===== config.mk =====
export PLATFORM = sky130hd
export DESIGN_NAME = yc_noc_wh_outport_ctrl
export DESIGN_NICKNAME = d
export VERILOG_FILES = /design/src/rtl/yc_noc_wh_outport_ctrl.sv
export SDC_FILE = /design/constraint.sdc
export NUM_CORES = 1
export LEC_CHECK = 0
export ABC_AREA = 0
export BUFFER_PORTS_ARGS = -buffer_cell sky130_fd_sc_hd__buf_4
export CAP_MARGIN = 20
export CORE_ASPECT_RATIO = 1.75
export CORE_MARGIN = 1.5
export CORE_UTILIZATION = 43
export DETAILED_ROUTE_END_ITERATION = 8
export PLACE_DENSITY = 0.79
export SYNTH_ARGS = -nofsm -noshare
export SYNTH_HDL_FRONTEND = slang
export SYNTH_SLANG_ARGS = --single-unit

===== constraint.sdc =====
create_clock -name clk -period 8.5 [get_ports clk]
set_input_delay 0.425 -clock clk [delete_from_list [all_inputs] [get_ports clk]]
set_output_delay 0.425 -clock clk [all_outputs]
set_load 0.005 [all_outputs]

===== src/rtl/yc_noc_wh_outport_ctrl.sv =====
// Wormhole output-port controller: round-robin head arbitration, per-packet lock, credit metering.
// Optional downstream credit-overflow detection under YC_NOC_CREDIT_CHECK_EN.
module yc_noc_wh_outport_ctrl #(
    parameter int N       = 5,
    parameter int FW      = 34,
    parameter int CREDITS = 4,
    localparam int PW     = (N <= 2) ? 1 : $clog2(N),
    localparam int CW     = $clog2(CREDITS + 1)
) (
    input  logic            clk,
    input  logic            rst_n,
    input  logic [N-1:0]    in_valid,
    input  logic [N-1:0]    in_tail,
    input  logic [N*FW-1:0] in_flit,
    output logic [N-1:0]    in_ready,
    output logic            out_valid,
    output logic [FW-1:0]   out_flit,
    output logic            out_tail,
    input  logic            credit_ret,
    output logic            busy,
    output logic [PW-1:0]   owner,
    output logic            credit_err
);

    typedef enum logic {IDLE = 1'b0, LOCKED = 1'b1} state_t;

    state_t          state_r;
    logic [PW-1:0]   ptr_r;
    logic [PW-1:0]   owner_r;
    logic [CW-1:0]   credits_r;
    logic            out_valid_r;
    logic [FW-1:0]   out_flit_r;
    logic            out_tail_r;
    logic            busy_r;

    logic            can_send_s;
    logic [PW:0]     pick_s;
    logic [N-1:0]    ready_s;
    logic [PW-1:0]   sel_s;
    logic            xfer_s;
    logic            tail_s;
    logic [FW-1:0]   flit_s;

    // Returns {found, index} of the first requester at or after start, wrapping modulo N.
    function automatic logic [PW:0] rr_pick(input logic [N-1:0] req, input logic [PW-1:0] start);
        logic [PW:0] res;
        int          idx;
        res = {(PW+1){1'b0}};
        for (int k = N - 1; k >= 0; k--) begin
            idx = int'(start) + k;
            if (idx >= N) begin
                idx = idx - N;
            end
            if (req[PW'(idx)]) begin
                res = {1'b1, PW'(idx)};
            end
        end
        return res;
    endfunction

    function automatic logic [PW-1:0] inc_mod(input logic [PW-1:0] x);
        return (x == PW'(N - 1)) ? {PW{1'b0}} : x + PW'(1);
    endfunction

    assign can_send_s = (credits_r != {CW{1'b0}});
    assign pick_s     = rr_pick(in_valid, ptr_r);

    // Grant generation: scan from ptr when idle, only the owner while locked.
    always_comb begin
        ready_s = {N{1'b0}};
        sel_s   = owner_r;
        case (state_r)
            IDLE: begin
                if (can_send_s && pick_s[PW]) begin
                    sel_s          = pick_s[PW-1:0];
                    ready_s[sel_s] = 1'b1;
                end else begin
                    sel_s = owner_r;
                end
            end
            LOCKED: begin
                if (can_send_s) begin
                    ready_s[owner_r] = 1'b1;
                end else begin
                    ready_s = {N{1'b0}};
                end
            end
            default: begin
                ready_s = {N{1'b0}};
                sel_s   = owner_r;
            end
        endcase
    end

    assign xfer_s = |(in_valid & ready_s);
    assign tail_s = in_tail[sel_s];
    assign flit_s = in_flit[int'(sel_s)*FW +: FW];

    // Lock FSM, round-robin pointer, credit counter and output flit register.
    always_ff @(posedge clk or negedge rst_n) begin
        if (!rst_n) begin
            state_r     <= IDLE;
            ptr_r       <= {PW{1'b0}};
            owner_r     <= {PW{1'b0}};
            credits_r   <= CW'(CREDITS);
            out_valid_r <= 1'b0;
            out_flit_r  <= {FW{1'b0}};
            out_tail_r  <= 1'b0;
            busy_r      <= 1'b0;
        end else begin
            out_valid_r <= xfer_s;
            if (xfer_s) begin
                out_flit_r <= flit_s;
                out_tail_r <= tail_s;
            end
            case (state_r)
                IDLE: begin
                    if (xfer_s) begin
                        owner_r <= sel_s;
                        if (tail_s) begin
                            ptr_r <= inc_mod(sel_s);
                        end else begin
                            state_r <= LOCKED;
                            busy_r  <= 1'b1;
                        end
                    end
                end
                LOCKED: begin
                    if (xfer_s && tail_s) begin
                        state_r <= IDLE;
                        busy_r  <= 1'b0;
                        ptr_r   <= inc_mod(owner_r);
                    end
                end
                default: begin
                    state_r <= IDLE;
                    busy_r  <= 1'b0;
                end
            endcase
            case ({xfer_s, credit_ret})
                2'b10:   credits_r <= credits_r - CW'(1);
                2'b01: begin
                    if (credits_r != CW'(CREDITS)) begin
                        credits_r <= credits_r + CW'(1);
                    end
                end
                default: credits_r <= credits_r;
            endcase
        end
    end

`ifdef YC_NOC_CREDIT_CHECK_EN
    logic credit_err_r;

    // Sticky flag: a returned credit while the counter is already full means downstream miscounted.
    always_ff @(posedge clk or negedge rst_n) begin
        if (!rst_n) begin
            credit_err_r <= 1'b0;
        end else if (credit_ret && !xfer_s && (credits_r == CW'(CREDITS))) begin
            credit_err_r <= 1'b1;
        end
    end

    assign credit_err = credit_err_r;
`else
    assign credit_err = 1'b0;
`endif

    assign in_ready  = ready_s;
    assign out_valid = out_valid_r;
    assign out_flit  = out_flit_r;
    assign out_tail  = out_tail_r;
    assign busy      = busy_r;
    assign owner     = owner_r;

endmodule


==> metrics.txt <==
count of nets left with antenna violations after detail routing=0; H-tree depth reported by CTS=2; number of top-level pins=229; netlist area before placement=4550 µm²; CP arrival=5960 ps; Worst R2R Setup Slack=2750 ps; Slew Limit Fails=0; sequential cell area=1180 µm²; vias post-DR=5070; share of flip-flops with an asynchronous set or reset after synthesis=1.00; Slowest-stage cell, CP=sky130_fd_sc_hd__buf_4; number of rows in the core area=49; count of unresolved DRC violations after routing=0; Fmax achieved=174 MHz; drt first pass iters=5; Setup TNS Final=0 ps; average cell area after synthesis=9.17 µm²; number of flops mapped to enable cells by yosys=0; clk_lat worst skew=300 ps; worst reg2reg startpoint=ptr_r[1]; overall global routing resource usage=0.352; detailed placement HPWL=15600 µm; unique cell type count in the Yosys netlist=73; unrepaired setup endpoints after global routing=false; maximum fanout count along the critical path=59; initial DRC count=261; wire length per cell after detailed routing=24.0 µm; startpoint type of the worst setup path=register; DIE WIDTH=80.7 µm; root buffer selected by CTS=sky130_fd_sc_hd__clkbuf_16; total area of multi-input combinational cells=3130 µm²; number of vias per cell after detailed routing=6.15; CTS-repair resized insts=0; reg2reg path depth=13; endpoint class of the critical path=register; number of setup buffers added after CTS=0; share of final-layout standard cells stronger than drive strength 1=0.426; Syn Nets=693; RD Place Congestion=1.06; CTS buffer count=5; Initial Util=0.442; cell chain of the critical path=inv_1 -> ha_1 -> inv_1 -> o41a_1 -> a211o_1 -> a21boi_1 -> nand2_1 -> o21a_1 -> mux2i_4 -> buf_4 -> mux2i_1 -> mux2_2 -> o21ai_0; total power density per cell area=590 nW/µm²; number of filler instances in the final layout=881; minimum clock period=5750 ps; max cap viols=0; Worst Tran Pin Value=999 ps; total leakage power=3.19 nW; Yosys warnings=0; Power, Total=3.83 mW; die height=139 µm; Worst Setup Slack post-DPL=2770 ps; # clock sinks=47; number of endpoints failing setup at the final stage=0; pin count of the biggest net entering global routing=60; ANT cells=0; most common cell after layout, fill and taps aside=sky130_fd_sc_hd__buf_4; Reg-to-Reg End=out_flit[11]; leftover overflow at the end of global routing=0; share of synthesized area occupied by flip-flops and latches=0.259; hold buffer count at CTS=0; antenna violations before repair=0; Area growth, synth to finish=42.6%; aggregate routed wire length=19800 µm; final worst slack=2750 ps; quantity of I/O buffers inserted on ports=227; count of non-filler cells in the finished layout=825; period utilization=0.676; synthesized netlist cell count=496; net count reported at finish=894; worst-case clock buffer depth=2; core region area=10300 µm²; Buf/Inv on CP=3; CP peak stage delay=850 ps; Worst-path clk slew=70 ps; TritonCTS clock tree=done; classification of the worst-slack hold path=in -> async; synthesized flop and latch total=47; Post-Place Cells=816; final hold vios=0; Max transition margin=0.328; type of the worst setup path=reg -> reg; Final Skew=6.25 ps; worst vdd rail ir drop=0.438 mV; CP top delay family=compound AO/OA/AOI/OAI gates; via count of the first global-routing pass=5271; required time at the endpoint of the critical path=8710 ps; result of the run=completed; predominant post-synthesis flop cell=sky130_fd_sc_hd__dfrtp_1; floorplan die area=11200 µm²; global-route wire length before repair=29400 µm; cell repeated most along the worst path=sky130_fd_sc_hd__inv_1; most frequent cells in the layout=232 x sky130_fd_sc_hd__buf_4, 74 x sky130_fd_sc_hd__mux2i_1, 47 x sky130_fd_sc_hd__o21ai_0, 46 x sky130_fd_sc_hd__dfrtp_1, 40 x sky130_fd_sc_hd__mux2_2
-- cell families (layout without fill, tap and decap cells) --
logic type	count (synthesis)	in the layout	share of synthesized area
compound gates	158	158	0.236
fa+ha+maj	14	14	0.0418
mux	119	119	0.281
flops	47	47	0.259
buf+inv	58	260	0.0572
other cells	1	1	0.000825
simple gates	93	93	0.113
xor+xnor	6	6	0.0116
-- sequential cells by signal, summed over array words and instances (netlist names), named ones only --
name,flops
out_flit,34
credits_r,3
owner,3
ptr_r,3
busy,1
out_tail,1
out_valid,1
-- routing by layer --
layer	track usage	wire, µm	part of all wire
met2	0.617	10200	0.52
met4	0.175	1060	0.054
met5	0	0	0
met3	0.114	2000	0.10
met1	0.365	6530	0.33
-- worst max path at each step --
stage                   from      endpoint  cells after the start
detailed placement  ptr_r[1]  out_flit[23]                     13
CTS                 ptr_r[1]  out_flit[23]                     13
global placement    ptr_r[1]      ptr_r[0]                     14
finish              ptr_r[1]  out_flit[11]                     13
global route        ptr_r[1]  out_flit[18]                     13
floorplan           ptr_r[0]      ptr_r[2]                     21
-- Yosys cell counts (8+ instances only) --
master | count | area (µm²)
sky130_fd_sc_hd__mux2i_1 | 75 | 751
sky130_fd_sc_hd__buf_4 | 9 | 67.6
sky130_fd_sc_hd__a21oi_1 | 17 | 85.1
sky130_fd_sc_hd__nand3_1 | 8 | 40.0
sky130_fd_sc_hd__dfrtp_1 | 46 | 1150
sky130_fd_sc_hd__nand2b_1 | 9 | 56.3
sky130_fd_sc_hd__inv_1 | 18 | 67.6
sky130_fd_sc_hd__mux2_2 | 40 | 450
sky130_fd_sc_hd__a22oi_1 | 38 | 285
sky130_fd_sc_hd__o21ai_0 | 47 | 235
sky130_fd_sc_hd__nand2_1 | 22 | 82.6
sky130_fd_sc_hd__clkbuf_1 | 22 | 82.6
sky130_fd_sc_hd__ha_1 | 12 | 150
sky130_fd_sc_hd__nor2_1 | 15 | 56.3
-- layout make-up --
class                      count  share of cell area
multi-input combinational    391               0.483
timing repair buffer         233               0.271
sequential                    47               0.182
tap                          127              0.0245
clock buffer                   6              0.0199
inverter                      19              0.0110
clock inverter                 2             0.00926
-- per-stage QoR --
stage / hold WS [ps] / utilization / area, µm²
after global routing: 198 / 0.630 / 6490
after detailed placement: 483 / 0.610 / 6280
final: 150 / 0.630 / 6490
after global placement: 484 / 0.610 / 6280
after floorplan: 129 / - / 4550
after CTS: 166 / 0.628 / 6470
-- where the power goes --
| part | leakage [nW] | switching, mW | internal (mW) | total [mW] |
|---|---|---|---|---|
| Combinational | 2.53 | 1.67 | 1.42 | 3.09 |
| Clock | 0.0911 | 0.0893 | 0.169 | 0.258 |
| Sequential | 0.567 | 0.119 | 0.365 | 0.484 |
| Total | 3.19 | 1.87 | 1.96 | 3.83 |
Power figures use the tool's default switching activity.
